$ cat src/rtl/register_file_pkg.sv
// Shared constants and word/index types for the datapath register file.
package register_file_pkg;
  localparam int DEF_WIDTH   = 16;
  localparam int DEF_DEPTH   = 4;
  localparam int DEF_INDEX_W = 2;

  typedef logic [DEF_WIDTH-1:0]   reg_word_t;
  typedef logic [DEF_INDEX_W-1:0] reg_index_t;
endpackage

$ cat src/rtl/register_file_if.sv
// Write port plus two read ports between the controller/ALU and the register file.
// There is no valid/ready pair: write_enable alone qualifies a write, and the
// register file never stalls, so every request is taken on the next rising edge.
interface register_file_if #(
  parameter int WIDTH   = register_file_pkg::DEF_WIDTH,
  parameter int INDEX_W = register_file_pkg::DEF_INDEX_W
);
  logic               write_enable;
  logic [INDEX_W-1:0] write_index;
  logic [WIDTH-1:0]   write_data;
  logic [INDEX_W-1:0] read_index_a;
  logic [WIDTH-1:0]   read_data_a;
  logic [INDEX_W-1:0] read_index_b;
  logic [WIDTH-1:0]   read_data_b;

  modport master (
    output write_enable, write_index, write_data,
    output read_index_a, read_index_b,
    input  read_data_a, read_data_b
  );

  modport slave (
    input  write_enable, write_index, write_data,
    input  read_index_a, read_index_b,
    output read_data_a, read_data_b
  );
endinterface

$ cat src/rtl/register_file_entry.sv
// One register word with asynchronous active-low clear and a load enable.
module register_file_entry #(
  parameter int WIDTH = register_file_pkg::DEF_WIDTH
) (
  input  logic             clk,
  input  logic             i_rst_n,
  input  logic             i_load,
  input  logic [WIDTH-1:0] i_d,
  output logic [WIDTH-1:0] o_q
);
  logic [WIDTH-1:0] r_q;

  always_ff @(posedge clk or negedge i_rst_n) begin
    if (!i_rst_n) begin
      r_q <= '0;
    end else if (i_load) begin
      r_q <= i_d;
    end
  end

  assign o_q = r_q;
endmodule

$ cat src/rtl/register_file.sv
// DEPTH x WIDTH register file: one synchronous write port, two combinational read ports.
module register_file
  import register_file_pkg::*;
#(
  parameter int WIDTH   = DEF_WIDTH,
  parameter int DEPTH   = DEF_DEPTH,
  parameter int INDEX_W = DEF_INDEX_W
) (
  input  logic            clk,
  input  logic            reset,
  register_file_if.slave  bus
);
  logic [DEPTH-1:0] w_load;
  logic [WIDTH-1:0] w_q [DEPTH];
  logic [WIDTH-1:0] w_rd_a;
  logic [WIDTH-1:0] w_rd_b;

  // Indices at or above DEPTH match no entry: such writes drop and such reads give 0.
  always_comb begin
    w_load = '0;
    for (int i = 0; i < DEPTH; i++) begin
      w_load[i] = bus.write_enable && (bus.write_index == INDEX_W'(i));
    end
  end

  for (genvar g = 0; g < DEPTH; g++) begin : g_entry
    register_file_entry #(.WIDTH(WIDTH)) u_entry (
      .clk     (clk),
      .i_rst_n (reset),
      .i_load  (w_load[g]),
      .i_d     (bus.write_data),
      .o_q     (w_q[g])
    );
  end

  // No write-to-read bypass: reads see the stored value until the edge commits.
  always_comb begin
    w_rd_a = '0;
    w_rd_b = '0;
    for (int i = 0; i < DEPTH; i++) begin
      if (bus.read_index_a == INDEX_W'(i)) w_rd_a = w_q[i];
      if (bus.read_index_b == INDEX_W'(i)) w_rd_b = w_q[i];
    end
  end

  assign bus.read_data_a = w_rd_a;
  assign bus.read_data_b = w_rd_b;
endmodule

$ cat src/flat_wrapper.sv
// flat-port wrapper written by rule: the top's interface ports become plain ports
module register_file_flat import register_file_pkg::*;
#(
  parameter int WIDTH   = DEF_WIDTH,
  parameter int DEPTH   = DEF_DEPTH,
  parameter int INDEX_W = DEF_INDEX_W
)
  (clk, reset, bus_write_enable, bus_write_index, bus_write_data, bus_read_index_a, bus_read_index_b, bus_read_data_a, bus_read_data_b);
  register_file_if #(.WIDTH(WIDTH), .INDEX_W(INDEX_W)) bus_i ();
  input  logic clk;
  input  logic reset;
  input wire logic [$bits(bus_i.write_enable)-1:0] bus_write_enable;
  input wire logic [$bits(bus_i.write_index)-1:0] bus_write_index;
  input wire logic [$bits(bus_i.write_data)-1:0] bus_write_data;
  input wire logic [$bits(bus_i.read_index_a)-1:0] bus_read_index_a;
  input wire logic [$bits(bus_i.read_index_b)-1:0] bus_read_index_b;
  output wire logic [$bits(bus_i.read_data_a)-1:0] bus_read_data_a;
  output wire logic [$bits(bus_i.read_data_b)-1:0] bus_read_data_b;
  assign bus_i.write_enable = bus_write_enable;
  assign bus_i.write_index = bus_write_index;
  assign bus_i.write_data = bus_write_data;
  assign bus_i.read_index_a = bus_read_index_a;
  assign bus_i.read_index_b = bus_read_index_b;
  assign bus_read_data_a = bus_i.read_data_a;
  assign bus_read_data_b = bus_i.read_data_b;
  register_file #(.WIDTH(WIDTH), .DEPTH(DEPTH), .INDEX_W(INDEX_W)) u_core (.clk(clk), .reset(reset), .bus(bus_i));
endmodule
$ cat config.mk
export PLATFORM = sky130hd
export DESIGN_NAME = register_file_flat
export DESIGN_NICKNAME = d
export VERILOG_FILES = /design/src/rtl/register_file_pkg.sv /design/src/rtl/register_file_if.sv /design/src/rtl/register_file_entry.sv /design/src/rtl/register_file.sv /design/src/flat_wrapper.sv
export SDC_FILE = /design/constraint.sdc
export NUM_CORES = 1
export LEC_CHECK = 0
export BUFFER_PORTS_ARGS = -buffer_cell sky130_fd_sc_hd__buf_2
export CAP_MARGIN = 40
export CORE_AREA = 2 2 79 81
export DETAILED_ROUTE_END_ITERATION = 10
export DIE_AREA = 0 0 81 83
export GPL_ROUTABILITY_DRIVEN = 0
export PLACE_DENSITY_LB_ADDON = 0.3
export SKIP_CTS_REPAIR_TIMING = 1
export SYNTH_ARGS = -nofsm -noshare
export SYNTH_HDL_FRONTEND = slang
export SYNTH_SLANG_ARGS = --single-unit
$ cat constraint.sdc
create_clock -name clk -period 3.6 [get_ports clk]
set_input_delay 0.72 -clock clk [delete_from_list [all_inputs] [get_ports clk]]
set_output_delay 0.72 -clock clk [all_outputs]
set_load 0.005 [all_outputs]
Word-level counts from Yosys, hierarchy flattened
Index checks and enable logic that the tools add are counted.

word-level totals
  flip-flop bits (word level) = 64
  input port bits = 25
  output and inout port bits = 32
  word-level logic and storage cells = 28

operators by class
  equality and inequality tests = 9
  multiplexer cells = 8
  reduce and logical (&&, ||, !) cells = 7

operators with widths
  kind                                                                    number
  16-bit two-way mux                                                      8
  2-bit equality test (second input constant)                             6
  2-bit by 1-bit equality test with 1-bit output (second input constant)  3
  2-bit zero test                                                         3
  1-bit logical AND                                                       4

Logic depth before layout (Yosys ltp)
Gate-level depths: netlist of the first run.

  depth after elaboration = 5
  mapped depth = 3
  depth with buffers taken out = 2

By module
From an unflattened synthesis of the first run, not the netlist that was laid out.

unflattened totals
  cells, all modules = 180
  area total of the unflattened synthesis = 3477.1 µm²

by module, submodules not included
  module               times used  cells an instance  area an instance (µm²)  sequential area each (µm²)
  register_file_entry  4           34                 649.4                   400.4
  register_file        1           44                 879.6                   0.0

Worst setup path after synthesis of the first run
No wires, ideal clock.

  path type = input -> output
  start = in bus_read_index_a[0]
  end = out bus_read_data_a[10]
  arrival = 1.684 ns
  data required time = 2.880 ns
  setup slack = 1.196 ns
  stages = 3
  buffers on the path = 2
  cells stage by stage = buf_2 buf_4 mux4_2

between the ends
  longest elaborated chain between the ends = 5
  elaborated cells on any way between the ends = 8
  classes of those cells = eq/ne: 3; mux: 4; reduce/logical: 1

ends and longest elaborated chain
  element                           RTL line             source
  start, declared                   flat_wrapper.sv:15   input wire logic [$bits(bus_i.read_index_a)-1:0] bus_read_index_a;
  2-bit zero test                   register_file.sv:41  if (bus.read_index_a == INDEX_W'(i)) w_rd_a = w_q[i];
  16-bit two-way mux (3 in series)  register_file.sv:41
  16-bit two-way mux (*)            register_file.sv:41
  end, declared                     flat_wrapper.sv:17   output wire logic [$bits(bus_i.read_data_a)-1:0] bus_read_data_a;

Mark *: on every way between the ends. The rest lies on a longest branch, timed or not.

Worst setup path in the final report of the first run
  start = in bus_read_index_b[0]
  end = out bus_read_data_b[0]

between the ends
  longest elaborated chain between the ends = 5
  elaborated cells on any way between the ends = 8
  classes of those cells = eq/ne: 3; mux: 4; reduce/logical: 1

ends and longest elaborated chain
  element                           RTL line             source
  start, declared                   flat_wrapper.sv:16   input wire logic [$bits(bus_i.read_index_b)-1:0] bus_read_index_b;
  2-bit zero test                   register_file.sv:42  if (bus.read_index_b == INDEX_W'(i)) w_rd_b = w_q[i];
  16-bit two-way mux (3 in series)  register_file.sv:42
  16-bit two-way mux (*)            register_file.sv:42
  end, declared                     flat_wrapper.sv:18   output wire logic [$bits(bus_i.read_data_b)-1:0] bus_read_data_b;

Marked as above.

==> summary.md, run 1 <==
| Metric | Value |
|---|---|
| Outcome | finished, final reports clean |
| WP data arrival | 1.93 ns |
| Post-layout min period | 2.65 ns |
| Hold WC Path Type | in2async |
| Chip width | 81 um |
| Worst-Margin Slew | 0.582 ns |
| Fmax | 0.377 GHz |
| Final wirelength | 6360 um |
| Setup TNS | 0 ns |
| Initial antenna violation count | 0 |
| Vias | 1,895 |
| Top delay family on crit path | buffers and inverters |
| H-tree depth | 3 |
| DP Area | 3490 um^2 |
| Synth cell types | 11 |
| Router iterations before antenna repair | 4 |
| Endpoints failing setup | 0 |
| Final slew viol count | 0 |
| Diode count | 0 |
| Clk sinks | 64 |
| Via/cell ratio | 6.04 |
| Clock transition at path regs | 0.07 ns |
| Cell mode on critical path | buf_2 |
| Pleak | 0.00160 uW |
| Crit Path Category | in2out |
| Die Footprint | 6720 um^2 |
| Setup crit start kind | input pin |
| Largest net degree at the start of global routing | 32 |
| Total track usage | 21.2% |
| Worst rel slew slack | 61.2% |
| Final hold violations | 0 |
| Cell count after synthesis | 176 |
| FF-to-FF End | u_core.g_entry[2].u_entry.o_q[14] |
| Unrepaired setup endpoints after global routing | no |
| Worst-path cell chain | buf_2, mux4_2, buf_2 |
| Die H | 83 um |
| Seq/Total Area, Yosys | 50.5% |
| Global-route wire length before repair | 10,500 um |
| Drt initial violations | 78 |
| Clk Latency, worst-skew pair | 0.33 ns |
| Worst Skew | 0 ns |
| CORE AREA | 5820 um^2 |
| DRC | 0 |
| Largest stage delay on the critical path | 0.59 ns |
| Synth Register Bits | 64 |
| Netlist Area Pre-Place | 3170 um^2 |
| Vias in the first global route | 2,025 |
| Reg-to-reg slack, setup | 2.80 ns |
| Crit path required time | 2.88 ns |
| WL per Instance | 20.2 um |
| Reg-to-Reg Start | u_core.g_entry[2].u_entry.o_q[14] |
| Synthesis-to-finish area growth | 16.5% |
| Row count | 28 |
| Syn. warnings | 0 |
| Ports | 57 |
| Max FFs per register | 64 |
| Initial core utilization | 54.6% |
| CTS root buf | clkbuf_8 |
| Syn nets | 201 |
| Final period util | 73.6% |
| Crit-path max FO | 16 |
| Nets | 259 |
| Most frequent cells in the layout | mux2_2, dfrtp_1, buf_2 |
| Final HPWL DP | 4330 um |
| Bufs and invs on worst path | 2 |
| Final Power | 2020 uW |
| Final non-filler cell area | 3700 um^2 |
| CTS tree | done |
| Place WS | 0.919 ns |
| Grt ovf | 0 |
| Max clock buf depth | 2 |
| CP max stage cell | mux4_2 |
| Max_cap viols | 0 |
| Cts bufs inserted | 9 |
| Share of cells above drive strength 1 | 73.2% |
| Max rail drop VDD | 300 uV |
| Post-layout util | 63.6% |
| Reg2reg path depth | 1 |
| Pwr Density | 547 nW/um^2 |
| Post-route ant nets | 0 |
| Fin worst setup slack | 0.949 ns |
| IO Port Bufs | 56 |
| Syn Area/Cell | 18.0 um^2 |
| Crit. End Element | output pin |
## power by group
group | total (uW) | switching (uW) | internal [uW]
Clock | 612 | 270 | 342
Sequential | 958 | 101 | 857
Combinational | 453 | 154 | 299
Total | 2020 | 524 | 1500
## layer usage
layer | vias up | share of wire [%] | GRT usage, %
li1 | 813 | - | -
met1 | 1011 | 45 | 30.4
met2 | 58 | 48 | 31.9
met3 | 13 | 4.2 | 4.02
met4 | 0 | 2.0 | 8.94
met5 | - | 0 | 0
## worst max path at each step
stage                         from                  end  slack, ns  depth (start not counted)
2_1_floorplan  bus_read_index_a[0]  bus_read_data_a[10]       1.20                          3
3_3_place_gp   bus_read_index_b[0]  bus_read_data_b[15]       0.93                          3
3_5_place_dp   bus_read_index_a[0]  bus_read_data_a[12]       0.92                          3
4_1_cts        bus_read_index_a[0]  bus_read_data_a[12]       0.92                          3
5_1_grt        bus_read_index_b[0]   bus_read_data_b[0]       0.86                          3
6_report       bus_read_index_b[0]   bus_read_data_b[0]       0.95                          3
## per-stage QoR
stage,hold WS (ns),cells
2_1_floorplan,0.424,176
4_1_cts,0.320,314
5_1_grt,0.347,314
3_3_place_gp,0.502,297
3_5_place_dp,0.512,298
6_report,0.317,314
## cells in the mapped netlist
cell type,number,area (um^2)
dfrtp_1,64,1600
mux2_2,64,721
mux4_2,32,721
buf_2,5,25.0
buf_4,3,22.5
clkbuf_1,2,7.51
nand3b_2,2,22.5
buf_6,1,11.3
clkbuf_8,1,13.8
nand3_2,1,10.0
nor3b_4,1,18.8
## cell families after synthesis
kind of cell	after synthesis	synth area share, %
DFF	64	50.5
and+or+nand+nor	4	1.62
buffers and inverters	12	2.52
muxes	96	45.4
## final cells by class
| class | count | area, um^2 |
|---|---|---|
| fillers | 444 | 2120 |
| multi-input cells | 100 | 1490 |
| well taps | 75 | 93.8 |
| clock buffers | 14 | 193 |
| repair buffers | 59 | 307 |
| flip-flops and latches | 64 | 1600 |
| clock inverters | 2 | 10.0 |
Note: power is estimated with default switching activity, not from simulation.
==> inputs of run 2 (changes only) <==
==> constraint.sdc (replaced) <==
create_clock -name clk -period 2.7 [get_ports clk]
set_input_delay 0.54 -clock clk [delete_from_list [all_inputs] [get_ports clk]]
set_output_delay 0.54 -clock clk [all_outputs]
set_load 0.005 [all_outputs]
==> run 2 against run 1 <==
- cell count stayed put
- critical path depth is 1 higher
- design area is 0.14% higher
- clock skew stayed put
- power is 29% higher
- clock-buffer cell count is 1 higher
- global-route usage is 0.84 points lower
- critical path type unchanged
- largest cell class unchanged
==> summary.md, run 2 (synthesis gave the netlist of run 1 again) <==
| Metric | Value |
|---|---|
| Outcome | finished, final reports clean |
| Crit. End Element | output pin |
| IO Port Bufs | 56 |
| Final period util | 75.4% |
| Max clock buf depth | 2 |
| Final wirelength | 6210 um |
| WP data arrival | 1.50 ns |
| Drt initial violations | 105 |
| Via/cell ratio | 5.90 |
| Placed Instances | 299 |
| Post-layout min period | 2.04 ns |
| Die H | 83 um |
| Crit path required time | 2.16 ns |
| WL per Instance | 19.8 um |
| Row count | 28 |
| Synthesis-to-finish area growth | 16.6% |
| CTS root buf | clkbuf_8 |
| Setup crit start kind | input pin |
| Max_cap viols | 0 |
| Final HPWL DP | 4080 um |
| Clk sinks | 64 |
| Worst rel slew slack | 62.6% |
| Final Power | 2610 uW |
| Vias in the first global route | 1,964 |
| Total track usage | 20.4% |
| Crit Path Category | in2out |
| Final Non-Filler Cells | 314 |
| Vias | 1,853 |
| Post-route ant nets | 0 |
| Clock transition at path regs | 0.07 ns |
| Chip width | 81 um |
| Max FFs per register | 64 |
| Reg-to-reg slack, setup | 1.91 ns |
| Final hold violations | 0 |
| Share of cells above drive strength 1 | 71.5% |
| Max rail drop VDD | 405 uV |
| Unrepaired setup endpoints after global routing | no |
| Pwr Density | 704 nW/um^2 |
| Hold WC Path Type | in2async |
| Die Footprint | 6720 um^2 |
| Ports | 57 |
| Worst Skew | 0 ns |
| CORE AREA | 5820 um^2 |
| Pleak | 0.00159 uW |
| Most frequent cells in the layout | mux2_2, dfrtp_1, buf_2 |
| Global-route wire length before repair | 10,100 um |
| Fmax | 0.491 GHz |
| Cts bufs inserted | 9 |
| CTS tree | done |
| Grt ovf | 0 |
| Initial core utilization | 54.6% |
| DRC | 0 |
| Nets | 260 |
| Crit-path max FO | 16 |
| Initial antenna violation count | 0 |
| Min Hold Slack | 0.198 ns |
| Endpoints failing setup | 0 |
| Largest net degree at the start of global routing | 65 |
| Worst-Margin Slew | 0.558 ns |
| H-tree depth | 3 |
| Diode count | 0 |
| Clk Latency, worst-skew pair | 0.33 ns |
| Setup TNS | 0 ns |
| Fill cells | 456 |
| Final slew viol count | 0 |
| Router iterations before antenna repair | 5 |
## run 2: path summary, 6_finish.rpt
check                           cells past startpoint                                end                              start
worst min register to register                      1  u_core.g_entry[2].u_entry.o_q[15]  u_core.g_entry[2].u_entry.o_q[15]
worst max-delay path                                4                 bus_read_data_b[0]                bus_read_index_b[0]
max in group asynchronous                           2  u_core.g_entry[0].u_entry.o_q[15]                              reset
worst max register to register                      1   u_core.g_entry[1].u_entry.o_q[7]   u_core.g_entry[1].u_entry.o_q[7]
min in group clk                                    2  u_core.g_entry[0].u_entry.o_q[14]                 bus_write_data[14]
worst min-delay path                                2   u_core.g_entry[0].u_entry.o_q[6]                              reset
## run 2: metal layers
layer	wire length, um	part of all wire, %	up-vias	GRT usage [%]
met3	251	4.0	7	3.26
met5	0	0	-	0
met1	2820	45	974	29.6
li1	-	-	821	-
met2	3070	49	51	30.9
met4	65	1.0	0	8.32
## run 2: through the flow
step	worst slack, ns	instance area, um^2	utilization (%)
after floorplan	0.656	3170	-
after global placement	0.653	3540	60.8
after detailed placement	0.653	3540	60.8
after CTS	0.651	3700	63.7
after global routing	0.633	3700	63.7
final	0.663	3700	63.7
## run 2: cell type report
class,count,area [um^2],share of cell area (%)
Multi-Input combinational cell,100,1490,40.3
Clock buffer,15,166,4.49
Timing Repair Buffer,60,348,9.40
Sequential cell,64,1600,43.3
Tap cell,75,93.8,2.53
## run 2: critical path: stages
cell	delay (ns)
buf_2	0.10
buf_12	0.18
mux4_2	0.53
buf_2	0.14
## run 2: report_power, final
group          switching, uW  internal, uW  total, uW
combinational            210           407        617
sequential               126          1140       1270
clock                    341           381        722
